`config.mk`:
```
export PLATFORM = sky130hd
export DESIGN_NAME = dynode_baseline_flat
export DESIGN_NICKNAME = d
export VERILOG_FILES = /design/src/rtl/dynode_pkg.sv /design/src/rtl/dynode_baseline_if.sv /design/src/rtl/dynode_bl_accum.sv /design/src/rtl/dynode_baseline.sv /design/src/flat_wrapper.sv
export SDC_FILE = /design/constraint.sdc
export NUM_CORES = 1
export LEC_CHECK = 0
export CORE_ASPECT_RATIO = 0.75
export CORE_MARGIN = 2
export CORE_UTILIZATION = 45
export CTS_BUF_LIST = sky130_fd_sc_hd__clkbuf_8
export CTS_CLUSTER_SIZE = 10
export DETAILED_ROUTE_END_ITERATION = 6
export GPL_TIMING_DRIVEN = 0
export PLACE_DENSITY = 0.68
export RECOVER_POWER = 50
export SETUP_SLACK_MARGIN = 0.2
export SYNTH_ARGS = -nofsm -noshare
export SYNTH_HDL_FRONTEND = slang
export SYNTH_SLANG_ARGS = --single-unit
```
`constraint.sdc`:
```
create_clock -name clk -period 3.35 [get_ports clk]
set_input_delay 0.335 -clock clk [delete_from_list [all_inputs] [get_ports clk]]
set_output_delay 0.335 -clock clk [all_outputs]
set_load 0.05 [all_outputs]
```
`src/rtl/dynode_pkg.sv`:
```
`default_nettype none
// ============================================================================
// dynode_pkg : widths, thresholds and baseline FSM encodings shared by the
//              dynode baseline tracker and the event detector.  Rev 1.0
// ============================================================================
package dynode_pkg;

  localparam int              ADC_W    = 12;
  localparam int              AVG_LOG2 = 4;
  localparam logic [ADC_W-1:0] GATE_THR = 12'd64;
  localparam logic [7:0]      HOLDOFF  = 8'd16;
  localparam logic [9:0]      MAXPULSE = 10'd511;

  localparam logic [1:0] BL_INIT  = 2'd0;
  localparam logic [1:0] BL_QUIET = 2'd1;
  localparam logic [1:0] BL_PULSE = 2'd2;
  localparam logic [1:0] BL_HOLD  = 2'd3;

  typedef enum logic [1:0] {
    ST_INIT  = BL_INIT,
    ST_QUIET = BL_QUIET,
    ST_PULSE = BL_PULSE,
    ST_HOLD  = BL_HOLD
  } bl_state_e;

endpackage
`default_nettype wire

```
`src/rtl/dynode_baseline_if.sv`:
```
`default_nettype none
// ============================================================================
// dynode_baseline_if : raw ADC input and baseline-corrected outputs.  Rev 1.0
// ============================================================================
interface dynode_baseline_if;
  import dynode_pkg::*;

  logic [ADC_W-1:0] adc_raw;
  logic [ADC_W-1:0] dyn_blcor;
  logic [ADC_W-1:0] baseline;
  logic             bl_valid;
  logic             bl_gate;
  logic             bl_relearn;

  modport master (output adc_raw,
                  input  dyn_blcor, baseline, bl_valid, bl_gate, bl_relearn);
  modport slave  (input  adc_raw,
                  output dyn_blcor, baseline, bl_valid, bl_gate, bl_relearn);
endinterface
`default_nettype wire

```
`src/rtl/dynode_bl_accum.sv`:
```
`default_nettype none
// ============================================================================
// dynode_bl_accum : block accumulator with wrapping sample count; sum already
//                   includes the current input.  Rev 1.0
// ============================================================================
module dynode_bl_accum #(
  parameter int DATA_W = 12,
  parameter int CNT_W  = 4
) (
  input  logic                    clk,
  input  logic                    reset,
  input  logic                    clear,
  input  logic                    add_en,
  input  logic [DATA_W-1:0]       din,
  output logic [DATA_W+CNT_W-1:0] sum,
  output logic                    wrap
);

  logic [DATA_W+CNT_W-1:0] acc_q, acc_d;
  logic [CNT_W-1:0]        cnt_q, cnt_d;

  assign sum  = acc_q + {{CNT_W{1'b0}}, din};
  assign wrap = add_en && !clear && (cnt_q == '1);

  always_comb begin
    acc_d = acc_q;
    cnt_d = cnt_q;
    if (clear) begin
      acc_d = '0;
      cnt_d = '0;
    end else if (add_en) begin
      cnt_d = cnt_q + CNT_W'(1);
      acc_d = wrap ? '0 : sum;
    end
  end

  always_ff @(posedge clk) begin
    if (reset) begin
      acc_q <= '0;
      cnt_q <= '0;
    end else begin
      acc_q <= acc_d;
      cnt_q <= cnt_d;
    end
  end

endmodule
`default_nettype wire

```
`src/rtl/dynode_baseline.sv`:
```
`default_nettype none
// ============================================================================
// dynode_baseline : gated running-baseline tracker and subtractor for the
//                   dynode ADC stream.  Rev 1.0
// ============================================================================
module dynode_baseline
  import dynode_pkg::*;
(
  input  logic             clk,
  input  logic             reset,
  dynode_baseline_if.slave bus
);

  localparam int SUM_W = ADC_W + AVG_LOG2;

  bl_state_e        state_q, state_d;
  logic [ADC_W-1:0] adc_d_q, adc_d_d;
  logic [ADC_W-1:0] dyn_blcor_q, dyn_blcor_d;
  logic [ADC_W-1:0] baseline_q, baseline_d;
  logic             bl_valid_q, bl_valid_d;
  logic             bl_gate_q, bl_gate_d;
  logic             bl_relearn_q, bl_relearn_d;
  logic [9:0]       pcnt_q, pcnt_d;
  logic [7:0]       hold_q, hold_d;

  logic             acc_clear, acc_add, acc_wrap;
  logic [SUM_W-1:0] acc_sum;
  logic [ADC_W-1:0] block_avg;
  logic signed [ADC_W:0] diff;
  logic             over_thr;
  logic [9:0]       pcnt_inc;
  logic             timeout;

  dynode_bl_accum #(.DATA_W(ADC_W), .CNT_W(AVG_LOG2)) u_accum (
    .clk    (clk),
    .reset  (reset),
    .clear  (acc_clear),
    .add_en (acc_add),
    .din    (adc_d_q),
    .sum    (acc_sum),
    .wrap   (acc_wrap)
  );

  assign adc_d_d   = bus.adc_raw;
  assign diff      = $signed({1'b0, adc_d_q}) - $signed({1'b0, baseline_q});
  assign over_thr  = diff > $signed({1'b0, GATE_THR});
  assign block_avg = ADC_W'(acc_sum >> AVG_LOG2);
  assign pcnt_inc  = pcnt_q + 10'd1;
  assign timeout   = (pcnt_inc == MAXPULSE);

  always_comb begin
    state_d      = state_q;
    baseline_d   = baseline_q;
    bl_valid_d   = bl_valid_q;
    bl_relearn_d = 1'b0;
    pcnt_d       = pcnt_q;
    hold_d       = hold_q;
    acc_clear    = 1'b0;
    acc_add      = 1'b0;
    dyn_blcor_d  = (bl_valid_q && !diff[ADC_W]) ? diff[ADC_W-1:0] : '0;

    case (state_q)
      ST_INIT: begin
        acc_add = 1'b1;
        if (acc_wrap) begin
          baseline_d = block_avg;
          bl_valid_d = 1'b1;
          state_d    = ST_QUIET;
        end
      end
      ST_QUIET: begin
        // Gate test wins over a block completion; the partial block is dropped.
        if (over_thr) begin
          state_d   = ST_PULSE;
          acc_clear = 1'b1;
          pcnt_d    = 10'd1;
        end else begin
          acc_add = 1'b1;
          if (acc_wrap) baseline_d = block_avg;
        end
      end
      ST_PULSE: begin
        pcnt_d = pcnt_inc;
        if (!timeout && !over_thr) begin
          state_d = ST_HOLD;
          hold_d  = HOLDOFF - 8'd1;
        end
      end
      default: begin
        // Pulse counter keeps running through HOLD so pileup trains time out.
        pcnt_d = pcnt_inc;
        if (!timeout) begin
          if (over_thr) begin
            state_d = ST_PULSE;
          end else if (hold_q == 8'd0) begin
            state_d = ST_QUIET;
            pcnt_d  = 10'd0;
          end else begin
            hold_d = hold_q - 8'd1;
          end
        end
      end
    endcase

    if ((state_q == ST_PULSE || state_q == ST_HOLD) && timeout) begin
      state_d      = ST_INIT;
      bl_valid_d   = 1'b0;
      bl_relearn_d = 1'b1;
      pcnt_d       = 10'd0;
    end

    bl_gate_d = (state_d == ST_PULSE) || (state_d == ST_HOLD);
  end

  always_ff @(posedge clk) begin
    adc_d_q <= adc_d_d;
    if (reset) begin
      state_q      <= ST_INIT;
      dyn_blcor_q  <= '0;
      baseline_q   <= '0;
      bl_valid_q   <= 1'b0;
      bl_gate_q    <= 1'b0;
      bl_relearn_q <= 1'b0;
      pcnt_q       <= '0;
      hold_q       <= '0;
    end else begin
      state_q      <= state_d;
      dyn_blcor_q  <= dyn_blcor_d;
      baseline_q   <= baseline_d;
      bl_valid_q   <= bl_valid_d;
      bl_gate_q    <= bl_gate_d;
      bl_relearn_q <= bl_relearn_d;
      pcnt_q       <= pcnt_d;
      hold_q       <= hold_d;
    end
  end

  assign bus.dyn_blcor  = dyn_blcor_q;
  assign bus.baseline   = baseline_q;
  assign bus.bl_valid   = bl_valid_q;
  assign bus.bl_gate    = bl_gate_q;
  assign bus.bl_relearn = bl_relearn_q;

endmodule
`default_nettype wire

```
`src/flat_wrapper.sv`:
```
// flat-port wrapper written by rule: the top's interface ports become plain ports
module dynode_baseline_flat import dynode_pkg::*;
  (clk, reset, bus_adc_raw, bus_dyn_blcor, bus_baseline, bus_bl_valid, bus_bl_gate, bus_bl_relearn);
  dynode_baseline_if bus_i ();
  input  logic clk;
  input  logic reset;
  input wire logic [$bits(bus_i.adc_raw)-1:0] bus_adc_raw;
  output wire logic [$bits(bus_i.dyn_blcor)-1:0] bus_dyn_blcor;
  output wire logic [$bits(bus_i.baseline)-1:0] bus_baseline;
  output wire logic [$bits(bus_i.bl_valid)-1:0] bus_bl_valid;
  output wire logic [$bits(bus_i.bl_gate)-1:0] bus_bl_gate;
  output wire logic [$bits(bus_i.bl_relearn)-1:0] bus_bl_relearn;
  assign bus_i.adc_raw = bus_adc_raw;
  assign bus_dyn_blcor = bus_i.dyn_blcor;
  assign bus_baseline = bus_i.baseline;
  assign bus_bl_valid = bus_i.bl_valid;
  assign bus_bl_gate = bus_i.bl_gate;
  assign bus_bl_relearn = bus_i.bl_relearn;
  dynode_baseline u_core (.clk(clk), .reset(reset), .bus(bus_i));
endmodule
```
==> results of run 1 <==
[cell type report]
type | count | area (um2) | share of cell area
buffer | 19 | 146 | 0.0250
clock buffer | 11 | 151 | 0.0259
clock inverter | 4 | 16.3 | 0.00278
inverter | 35 | 131 | 0.0225
multi-input combinational | 378 | 2970 | 0.508
sequential | 79 | 1610 | 0.276
tap | 132 | 165 | 0.0282
timing repair buffer | 68 | 653 | 0.112
[registers in the layout (all words and copies together) (netlist names), 2 cells and up]
signal                cells
u_core.bus.dyn_blcor     12
u_core.u_accum.acc_q     16
u_core.u_accum.cnt_q      4
u_core.adc_d_q           12
u_core.state_q            2
u_core.bus.baseline      12
u_core.hold_q             8
u_core.pcnt_q            10
[synthesized netlist by cell type (11+ instances only)]
| library cell | n | area share |
|---|---|---|
| xnor2_1 | 19 | 0.038 |
| nor3_1 | 14 | 0.016 |
| dfxtp_1 | 79 | 0.36 |
| clkbuf_1 | 12 | 0.010 |
| a22o_1 | 15 | 0.030 |
| nand2_1 | 46 | 0.039 |
| nor2_1 | 45 | 0.039 |
| xor2_1 | 11 | 0.022 |
| ha_1 | 35 | 0.10 |
| inv_1 | 35 | 0.030 |
| o21ai_0 | 17 | 0.019 |
| a211oi_1 | 13 | 0.022 |
| nand3_1 | 17 | 0.019 |
| a21oi_1 | 39 | 0.045 |
[stage by stage]
step           hold WS, ns  cell area (um2)  std cells  setup WS [ns]
5_1_grt              0.500             5850        726         -0.302
2_1_floorplan        0.363             4470        511         0.0135
6_report             0.476             5850        726         -0.152
4_1_cts              0.399             5590        717        -0.0143
3_5_place_dp         0.461             5030        683         -0.559
3_3_place_gp         0.459             5030        683         -0.540
[cell families after synthesis]
kind of cell    count (synthesis)  share of synthesized area
xor+xnor                       30                     0.0600
compound gates                133                      0.214
mux                             2                    0.00457
fa+ha+maj                      37                      0.109
buf+inv                        54                     0.0509
simple gates                  176                      0.200
flops                          79                      0.361
[metal layers]
layer | vias up | GRT usage | wire [um] | part of all wire
met2 | 110 | 0.322 | 4840 | 0.43
li1 | 1994 | - | - | -
met5 | - | 0 | 0 | 0
met1 | 1854 | 0.306 | 5820 | 0.51
met4 | 0 | 0.0657 | 134 | 0.012
met3 | 10 | 0.0408 | 564 | 0.050
[worst max path at each step]
stage	startpoint	end	slack (ns)	depth (start not counted)
detailed placement	u_core.adc_d_q[0]$_DFF_P_	u_core.u_accum.acc_q[5]$_SDFFE_PP0P_	-0.56	14
CTS	u_core.adc_d_q[0]$_DFF_P_	u_core.u_accum.acc_q[12]$_SDFFE_PP0P_	-0.01	15
global route	u_core.adc_d_q[0]$_DFF_P_	u_core.u_accum.cnt_q[3]$_SDFFE_PP0P_	-0.30	16
finish	u_core.adc_d_q[0]$_DFF_P_	u_core.u_accum.cnt_q[3]$_SDFFE_PP0P_	-0.15	16
floorplan	u_core.bus.baseline[0]$_SDFFE_PP0P_	u_core.u_accum.acc_q[12]$_SDFFE_PP0P_	0.01	13
global placement	u_core.adc_d_q[0]$_DFF_P_	u_core.u_accum.acc_q[7]$_SDFFE_PP0P_	-0.54	14
[worst min-delay path, stage by stage, from the launching register on]
cell,delay [ns]
dfxtp_2,0.34
nand2_1,0.05
a21oi_1,0.05
[report_power, final]
group	internal, W	switching (W)	total (W)
Sequential	0.00108	0.000119	0.00120
Clock	0.000297	0.000327	0.000624
Combinational	0.000870	0.00108	0.00195
[timing repair]
action | in CTS | in global routing
setup buffers | 17 | 8
hold buffers | 0 | 0
cloned | 2 | 1
pin swaps | 31 | 17
endpoints found under the setup margin | 54 | 54
resized for setup | 47 | 35
==> results.ini, run 1 <==
[outcome]
outcome=complete, but fails checks
violations=negative setup slack

[die]
die_h_um=89.4
initial_core_util=0.459
coreArea_mm2=0.00954
die-area_mm2=0.0105
fp.dieW_um=118
io_pins=41
rows=31

[sta]
min_period_over_period=1.05
skew_ns=0.0166
setup_viol=45
setup_slack_ns=-0.152
post-route-min-period_ns=3.50
rsz0062_at_grt=true
tns_ns=-3.59
drv_slew=0
fmax_mhz=286
slew_headroom=0.549
worstMarginPinSlew_ns=0.673
final_hold_viol_count=0

[min_path]
worstHoldStart=u_core.bus.baseline[5]$_SDFFE_PP0P_
holdPathEnd=u_core.bus.baseline[5]$_SDFFE_PP0P_
whs_path_depth=2
min_path_type=reg -> reg

[clock_tree]
cts_sinks=79
cts.clk_slew.worst_paths_ns=0.09
numCtsBuffers=9
cts_tree=done
clockBufferDepth=2
cts-htree-levels=3
ctsRootBufferMaster=clkbuf_8
clk_latency_ns=0.36

[logic_synthesis]
synthFlopType=dfxtp_1
synth_cell_types=65
syn-num-nets=562
avgSynthCellArea_um2=8.57
ys_seq_elements=79
ys_seq_area_frac=0.361
synth_edf_count=0
syn_area_mm2=0.00438
synth_cells=511
synth-async-reset-ratio=0
yosys_warnings=0

[detailed_routing]
wl_per_cell_um=15.6
routed_wl_mm=11.4
drc=0
routed-via-count=3968
via_per_inst=5.47
postRouteAntennaNets=0
dr.pass1.iters=4
first_iter_violations=218

[worst_setup_path]
path_buf_inv=5
ff2ff_setup_slack_ns=-0.15
cp_top_family=compound AO/OA/AOI/OAI gates
crit_path_end_kind=flip-flop
cp_cell_sequence=inv_2 > ha_4 > inv_2 > fa_2 > a21oi_4 > o211ai_1 > a31oi_2 > xnor2_2 > or4_4 > o41ai_4 > buf_4 > buf_8 > buf_4 > a21oi_4 > or3_1 > a21oi_1
crit_type=reg -> reg
max_stage_delay_ns=0.45
cp_max_fo=8
cp-start-kind=flip-flop
reg2reg_from=u_core.adc_d_q[0]$_DFF_P_
r2r-end=u_core.u_accum.cnt_q[3]$_SDFFE_PP0P_
cp.arrival_ns=3.79
critical_path_required_ns=3.64
crit_slowest_cell=o41ai_4
r2r_cells=16

[cells_and_area]
layout_common_cells=dfxtp_1, nor2_1, nand2_1
n_antenna_cell=0
nets=641
utilization=0.613
layout-drive-gt1-share=0.215
final_common_cell=dfxtp_1
syn_to_final_growth_pct=33.5
n_fill_cell=826

[global_route]
first_global_vias=3556
grt_max_degree=13
antenna_found_initial=0
track_usage=0.212
grt.overflow.total=0
grt_pass1_wl_mm=17.7

[power_and_ir_drop]
powerDensity_mw_per_mm2=645
irDropWorstVdd_v=0.000457
finalPower_w=0.00377
cellLeakagePower_nw=2.27

[job]
drv_cap=0

[placement]
place_hpwl_mm=7.89
io_buffers=40
gp_congestion=0.884

No activity file was read; power rests on OpenSTA's default activity.
==> inputs of run 2 (changes only) <==
--- a/config.mk
+++ b/config.mk
@@ -12,7 +12,7 @@
 export CTS_CLUSTER_SIZE = 10
 export DETAILED_ROUTE_END_ITERATION = 6
 export GPL_TIMING_DRIVEN = 0
-export PLACE_DENSITY = 0.68
+export PLACE_DENSITY = 0.65
 export RECOVER_POWER = 50
 export SETUP_SLACK_MARGIN = 0.2
 export SYNTH_ARGS = -nofsm -noshare
==> constraint.sdc (replaced) <==
create_clock -name clk -period 3.8 [get_ports clk]
set_input_delay 0.38 -clock clk [delete_from_list [all_inputs] [get_ports clk]]
set_output_delay 0.38 -clock clk [all_outputs]
set_load 0.05 [all_outputs]
==> run 2 against run 1 <==
The run now ends clean; worst setup slack gained 0.43 ns; critical path depth rose by 1; via count decreased by 2.8%; maximum frequency down 0.67%; power decreased by 19%; sequential share of layout area grew 2.2 points; flip-flop and latch count stayed put; clock skew is essentially flat; non-clock buffer count shrank 17; critical endpoint is now u_core.hold_q[1]$_SDFFE_PP0P_; largest cell class unchanged; largest power group unchanged.
==> results.ini, run 2 (synthesis results as in run 1) <==
[clock_tree]
numCtsBuffers=9  ; unchanged
clk_latency_ns=0.36  ; about the same
cts_tree=done  ; unchanged
clockBufferDepth=2  ; unchanged
cts_sinks=79  ; unchanged
ctsHoldBuffers=0  ; unchanged
cts.clk_slew.worst_paths_ns=0.08  ; was 0.09 ns
ctsRootBufferMaster=clkbuf_8  ; unchanged
cts-htree-levels=3  ; unchanged

[cells_and_area]
n_antenna_cell=0  ; unchanged
nets=624  ; was 641
layout_common_cells=dfxtp_1, nor2_1, nand2_1  ; unchanged
top_register=u_core.u_accum.acc_q  ; unchanged
largest_register_ff_count=16  ; unchanged
utilization=0.558  ; was 0.613
final_common_cell=dfxtp_1  ; unchanged
n_fill_cell=935  ; was 826
syn_to_final_growth_pct=21.6  ; was 33.5%
finalNonFillerCells=709  ; was 726
layout-drive-gt1-share=0.125  ; was 0.215
final_area_mm2=0.00533  ; was 0.00585 mm2

[detailed_routing]
routed_wl_mm=10.6  ; was 11.4 mm
dr.pass1.iters=5  ; was 4
via_per_inst=5.44  ; was 5.47
wl_per_cell_um=14.9  ; was 15.6 um
drc=0  ; unchanged
routed-via-count=3855  ; was 3968
first_iter_violations=317  ; was 218
postRouteAntennaNets=0  ; unchanged

[power_and_ir_drop]
powerDensity_mw_per_mm2=574  ; was 645 mW/mm2
power.internal_w=0.00180  ; was 0.00224 W
power_frac_clock=0.178  ; was 0.165
sequentialPowerShare=0.344  ; was 0.317
swShare=0.411  ; was 0.405
power.switching_w=0.00126  ; was 0.00153 W
p_comb_frac=0.478  ; was 0.517
irDropWorstVdd_v=0.000381  ; was 0.000457 V
cellLeakagePower_nw=2.15  ; was 2.27 nW

[sta]
rsz0062_at_grt=true  ; unchanged
drv_slew=0  ; unchanged
skew_ns=0.0161  ; was 0.0166 ns
final_hold_viol_count=0  ; unchanged
setup_slack_ns=0.275  ; was -0.152 ns
min_period_over_period=0.928  ; was 1.05
fmax_mhz=284  ; was 286 MHz
slew_headroom=0.563  ; was 0.549
worstMarginPinSlew_ns=0.650  ; was 0.673 ns
setup_viol=0  ; was 45
post-route-min-period_ns=3.53  ; was 3.50 ns

[worst_setup_path]
crit_path_end_kind=flip-flop  ; unchanged
critical_path_required_ns=4.02  ; was 3.64 ns
path_buf_inv=6  ; was 5
crit_slowest_cell=or4_4  ; was o41ai_4
startpoint=u_core.adc_d_q[0]$_DFF_P_  ; unchanged
cp_top_family=compound AO/OA/AOI/OAI gates  ; unchanged
cp-start-kind=flip-flop  ; unchanged
cp_max_fo=6  ; was 8
max_stage_delay_ns=0.43  ; was 0.45 ns
cp_cell_sequence=inv_1 > ha_1 > inv_1 > fa_2 > a21oi_1 > o211ai_1 > a31oi_2 > xnor2_2 > or4_4 > o41ai_4 > buf_6 > buf_6 > buf_12 > nand4_1 > buf_4 > nor3b_2 > a211oi_2  ; was inv_2 > ha_4 > inv_2 > fa_2 > a21oi_4 > o211ai_1 > a31oi_2 > xnor2_2 > or4_4 > o41ai_4 > buf_4 > buf_8 > buf_4 > a21oi_4 > or3_1 > a21oi_1
cp.arrival_ns=3.74  ; was 3.79 ns
crit_type=reg -> reg  ; unchanged
reg2reg_from=u_core.adc_d_q[0]$_DFF_P_  ; unchanged

[die]
rows=31  ; unchanged
die-area_mm2=0.0105  ; unchanged
die_h_um=89.4  ; unchanged
coreArea_mm2=0.00954  ; unchanged
initial_core_util=0.459  ; unchanged
fp.dieW_um=118  ; unchanged
io_pins=41  ; unchanged

[placement]
gp_congestion=0.858  ; was 0.884
dp_slack_ns=-0.298  ; was -0.559 ns
place_area_mm2=0.00495  ; was 0.00503 mm2
place_hpwl_mm=7.75  ; was 7.89 mm
dpl.cell_count=683  ; unchanged
io_buffers=40  ; unchanged

[global_route]
grt.overflow.total=0  ; unchanged
antenna_found_initial=0  ; unchanged
grt_pass1_wl_mm=16.7  ; was 17.7 mm
first_global_vias=3377  ; was 3556
grt_max_degree=13  ; unchanged
track_usage=0.202  ; was 0.212

[min_path]
worstHoldStart=u_core.u_accum.cnt_q[1]$_SDFFE_PP0P_  ; was u_core.bus.baseline[5]$_SDFFE_PP0P_
min_path_type=reg -> reg  ; unchanged

[job]
drv_cap=0  ; unchanged

[outcome]
outcome=completed  ; was complete, but fails checks

run 2: cell type report:
cell class,count,area (um2),share of cell area
tap,132,165,0.0310
multi-input combinational,378,2670,0.502
clock inverter,5,25.0,0.00470
inverter,35,131,0.0247
buffer,19,109,0.0204
clock buffer,10,138,0.0258
sequential,79,1590,0.298
timing repair buffer,51,499,0.0937
run 2: routing by layer:
layer / wire [um] / track usage / vias up
met5: 0 / 0 / -
met4: 93 / 0.0482 / 0
met3: 516 / 0.0485 / 13
met2: 4430 / 0.299 / 85
met1: 5550 / 0.297 / 1794
li1: - / - / 1963
run 2: tightest hold or removal path, cell delays in order, from the launching register on:
cell,delay (ns)
dfxtp_1,0.33
nand2_1,0.06
a21oi_1,0.05
run 2: worst paths after layout:
| check | slack (ns) | endpoint | cells past startpoint |
|---|---|---|---|
| setup / recovery | 0.27 | u_core.hold_q[1]$_SDFFE_PP0P_ | 17 |
| hold / removal | 0.48 | u_core.u_accum.cnt_q[1]$_SDFFE_PP0P_ | 2 |
| hold reg to reg | 0.48 | u_core.u_accum.cnt_q[1]$_SDFFE_PP0P_ | 2 |
| setup reg to reg | 0.27 | u_core.hold_q[1]$_SDFFE_PP0P_ | 17 |
run 2: per-stage QoR:
step	setup TNS, ns	hold slack (ns)	total power (W)
2_1_floorplan	0	0.408	0.00211
3_3_place_gp	-3.07	0.460	0.00240
3_5_place_dp	-4.15	0.468	0.00242
4_1_cts	0	0.435	0.00301
5_1_grt	0	0.503	0.00328
6_report	0	0.476	0.00306
run 2: power groups by stage:
stage               logic (W)  registers [W]  clock network [W]
detailed placement    0.00135        0.00107                  0
floorplan             0.00105        0.00106                  0
CTS                   0.00140        0.00105           0.000560
finish                0.00146        0.00105           0.000543
global route          0.00162        0.00107           0.000590
global placement      0.00133        0.00107                  0
run 2: what timing repair did:
item,CTS,global route
gates resized for setup,16,21
buffers inserted,6,5
hold endpoints to repair,0,0
cloned,0,0
pin swaps,8,11
endpoints found under the setup margin,50,51
==> inputs of run 3 (changes only) <==
--- a/config.mk
+++ b/config.mk
@@ -12,7 +12,7 @@
 export CTS_CLUSTER_SIZE = 10
 export DETAILED_ROUTE_END_ITERATION = 6
 export GPL_TIMING_DRIVEN = 0
-export PLACE_DENSITY = 0.65
+export PLACE_DENSITY = 0.68
 export RECOVER_POWER = 50
 export SETUP_SLACK_MARGIN = 0.2
 export SYNTH_ARGS = -nofsm -noshare
==> constraint.sdc (replaced) <==
create_clock -name clk -period 3.2 [get_ports clk]
set_input_delay 0.32 -clock clk [delete_from_list [all_inputs] [get_ports clk]]
set_output_delay 0.32 -clock clk [all_outputs]
set_load 0.05 [all_outputs]
==> run 3 against run 2 <==
The flow now finishes with violations (negative setup slack); cell count rose by 2.8%; design area rose by 12%; count of clock-buffer cells in the layout decreased by 1; utilization grew 6.6 points; critical path type unchanged; worst hold slack better by 0.0032 ns; largest cell class unchanged; flip-flop and latch count did not move; sequential share of layout area is 2.7 points lower; combinational power rose by 47%; non-clock buffer count is 19 higher; power increased by 37%; clock skew is 0.0026 ns lower; maximum frequency grew 3.5%.
==> results.ini, run 3 (synthesis results as in run 1) <==
[job]
drv_cap=0  ; unchanged

[global_route]
met1_usage=0.320  ; was 0.297
grt_use_met2=0.353  ; was 0.299
grt_max_degree=13  ; unchanged
track_usage=0.228  ; was 0.202
grt_pass1_wl_mm=18.9  ; was 16.7 mm
grt.overflow.total=0  ; unchanged
antenna_found_initial=0  ; unchanged
grt_busiest_layer=met2  ; unchanged
use_met3=0.0510  ; was 0.0485
first_global_vias=3683  ; was 3377

[clock_tree]
ctsRootBufferMaster=clkbuf_8  ; unchanged
numCtsBuffers=9  ; unchanged
cts-htree-levels=3  ; unchanged
cts_sinks=79  ; unchanged
cts_tree=done  ; unchanged
clk_latency_ns=0.36  ; about the same
cts.clk_slew.worst_paths_ns=0.08  ; about the same
clockBufferDepth=2  ; unchanged

[cells_and_area]
utilization=0.624  ; was 0.558
top_register=u_core.u_accum.acc_q  ; unchanged
layout_common_cells=dfxtp_1, nor2_1, inv_1  ; was dfxtp_1, nor2_1, nand2_1
n_antenna_cell=0  ; unchanged
largest_register_ff_count=16  ; unchanged
nets=643  ; was 624
layout-drive-gt1-share=0.223  ; was 0.125
n_fill_cell=797  ; was 935
final_common_cell=dfxtp_1  ; unchanged
syn_to_final_growth_pct=36.0  ; was 21.6%
final_area_mm2=0.00596  ; was 0.00533 mm2

[min_path]
min_path_type=reg -> reg  ; unchanged

[detailed_routing]
routed-via-count=4039  ; was 3855
first_iter_violations=285  ; was 317
wl_per_cell_um=16.6  ; was 14.9 um
via_per_inst=5.54  ; was 5.44
routed_wl_mm=12.1  ; was 10.6 mm
drc=0  ; unchanged
postRouteAntennaNets=0  ; unchanged
dr.pass1.iters=5  ; unchanged

[worst_setup_path]
ff2ff_setup_slack_ns=-0.21  ; was 0.27 ns
reg2reg_from=u_core.bus.baseline[4]$_SDFFE_PP0P_  ; was u_core.adc_d_q[0]$_DFF_P_
r2r_cells=13  ; was 17
critical_path_required_ns=3.47  ; was 4.02 ns
cp.arrival_ns=3.68  ; was 3.74 ns
crit_type=reg -> reg  ; unchanged
cp_max_fo=8  ; was 6
startpoint=u_core.bus.baseline[4]$_SDFFE_PP0P_  ; was u_core.adc_d_q[0]$_DFF_P_
r2r-end=u_core.u_accum.acc_q[12]$_SDFFE_PP0P_  ; was u_core.hold_q[1]$_SDFFE_PP0P_
cp-start-kind=flip-flop  ; unchanged
crit_path_end_kind=flip-flop  ; unchanged
endpoint=u_core.u_accum.acc_q[12]$_SDFFE_PP0P_  ; was u_core.hold_q[1]$_SDFFE_PP0P_

[sta]
tns_ns=-4.98  ; was 0 ns
rsz0062_at_grt=true  ; unchanged
setup_viol=53  ; was 0
worstMarginPinSlew_ns=0.638  ; was 0.650 ns
skew_ns=0.0136  ; was 0.0161 ns
drv_slew=0  ; unchanged
setup_slack_ns=-0.207  ; was 0.275 ns
slew_headroom=0.574  ; was 0.563
post-route-min-period_ns=3.41  ; was 3.53 ns
fmax_mhz=293  ; was 284 MHz
final_hold_viol_count=0  ; unchanged
min_period_over_period=1.06  ; was 0.928

[power_and_ir_drop]
cellLeakagePower_nw=2.32  ; was 2.15 nW
irDropWorstVdd_v=0.000406  ; was 0.000381 V
powerDensity_mw_per_mm2=702  ; was 574 mW/mm2
finalPower_w=0.00418  ; was 0.00306 W

[die]
rows=31  ; unchanged
die_h_um=89.4  ; unchanged
io_pins=41  ; unchanged
fp.dieW_um=118  ; unchanged
initial_core_util=0.459  ; unchanged
die-area_mm2=0.0105  ; unchanged
coreArea_mm2=0.00954  ; unchanged

[placement]
io_buffers=40  ; unchanged
dp_slack_ns=-0.772  ; was -0.298 ns
place_area_mm2=0.00505  ; was 0.00495 mm2
place_hpwl_mm=8.00  ; was 7.75 mm
gp_congestion=0.841  ; was 0.858

[outcome]
violations=negative setup slack
outcome=complete, but fails checks  ; was completed

==> run 3: metal layers <==
metal / share of wire / vias up / wire [um]
met2: 0.44 / 117 / 5340
met5: 0 / - / 0
met3: 0.054 / 14 / 656
met1: 0.49 / 1901 / 5930
met4: 0.012 / 0 / 142
li1: - / 2007 / -
==> run 3: worst min path at each step <==
| stage | from | end | slack [ns] | cells after the start |
|---|---|---|---|---|
| final | u_core.u_accum.cnt_q[1]$_SDFFE_PP0P_ | u_core.u_accum.cnt_q[1]$_SDFFE_PP0P_ | 0.48 | 2 |
| after CTS | bus_adc_raw[0] | u_core.adc_d_q[0]$_DFF_P_ | 0.37 | 1 |
| after floorplan | bus_adc_raw[0] | u_core.adc_d_q[0]$_DFF_P_ | 0.35 | 0 |
| after global placement | u_core.u_accum.cnt_q[1]$_SDFFE_PP0P_ | u_core.u_accum.cnt_q[1]$_SDFFE_PP0P_ | 0.46 | 2 |
| after detailed placement | u_core.bus.baseline[6]$_SDFFE_PP0P_ | u_core.bus.baseline[6]$_SDFFE_PP0P_ | 0.47 | 2 |
| after global routing | bus_adc_raw[2] | u_core.adc_d_q[2]$_DFF_P_ | 0.48 | 1 |
==> run 3: through the flow <==
stage / hold WS (ns) / cells
2_1_floorplan: 0.348 / 511
5_1_grt: 0.478 / 729
6_report: 0.479 / 729
4_1_cts: 0.373 / 726
3_5_place_dp: 0.466 / 683
3_3_place_gp: 0.459 / 683
==> run 3: critical path, stage by stage, from the launching register on <==
cell and delay [ns]:
dfxtp_4 0.37, inv_1 0.05, ha_1 0.40, nand2_2 0.13, a211oi_4 0.29, a211oi_4 0.09, a22o_1 0.21, or4_4 0.54
o41ai_4 0.22, buf_6 0.19, buf_12 0.14, nor2_2 0.05, or4_4 0.42, o31ai_2 0.21
==> run 3: power by group <==
group	internal (W)	switching [W]
clock network	0.000427	0.000360
logic	0.000943	0.00120
registers	0.00113	0.000128
==> run 3: layout make-up <==
type | instances | area (um2) | share of cell area
clock buffers | 9 | 124 | 0.0208
plain buffers | 19 | 159 | 0.0267
clock inverters | 7 | 80.1 | 0.0134
well taps | 132 | 165 | 0.0277
flip-flops and latches | 79 | 1610 | 0.271
inverters | 35 | 131 | 0.0221
multi-input cells | 378 | 2940 | 0.493
repair buffers | 70 | 748 | 0.126
==> run 3: what timing repair did <==
item                                    4_1_cts  5_1_grt
hold buffers                                  0        0
gates cloned                                  5        1
hold endpoints to repair                      0        0
resized for setup                            58       40
buffers inserted                             22        2
pin swaps                                    49       18
endpoints found under the setup margin       54       54
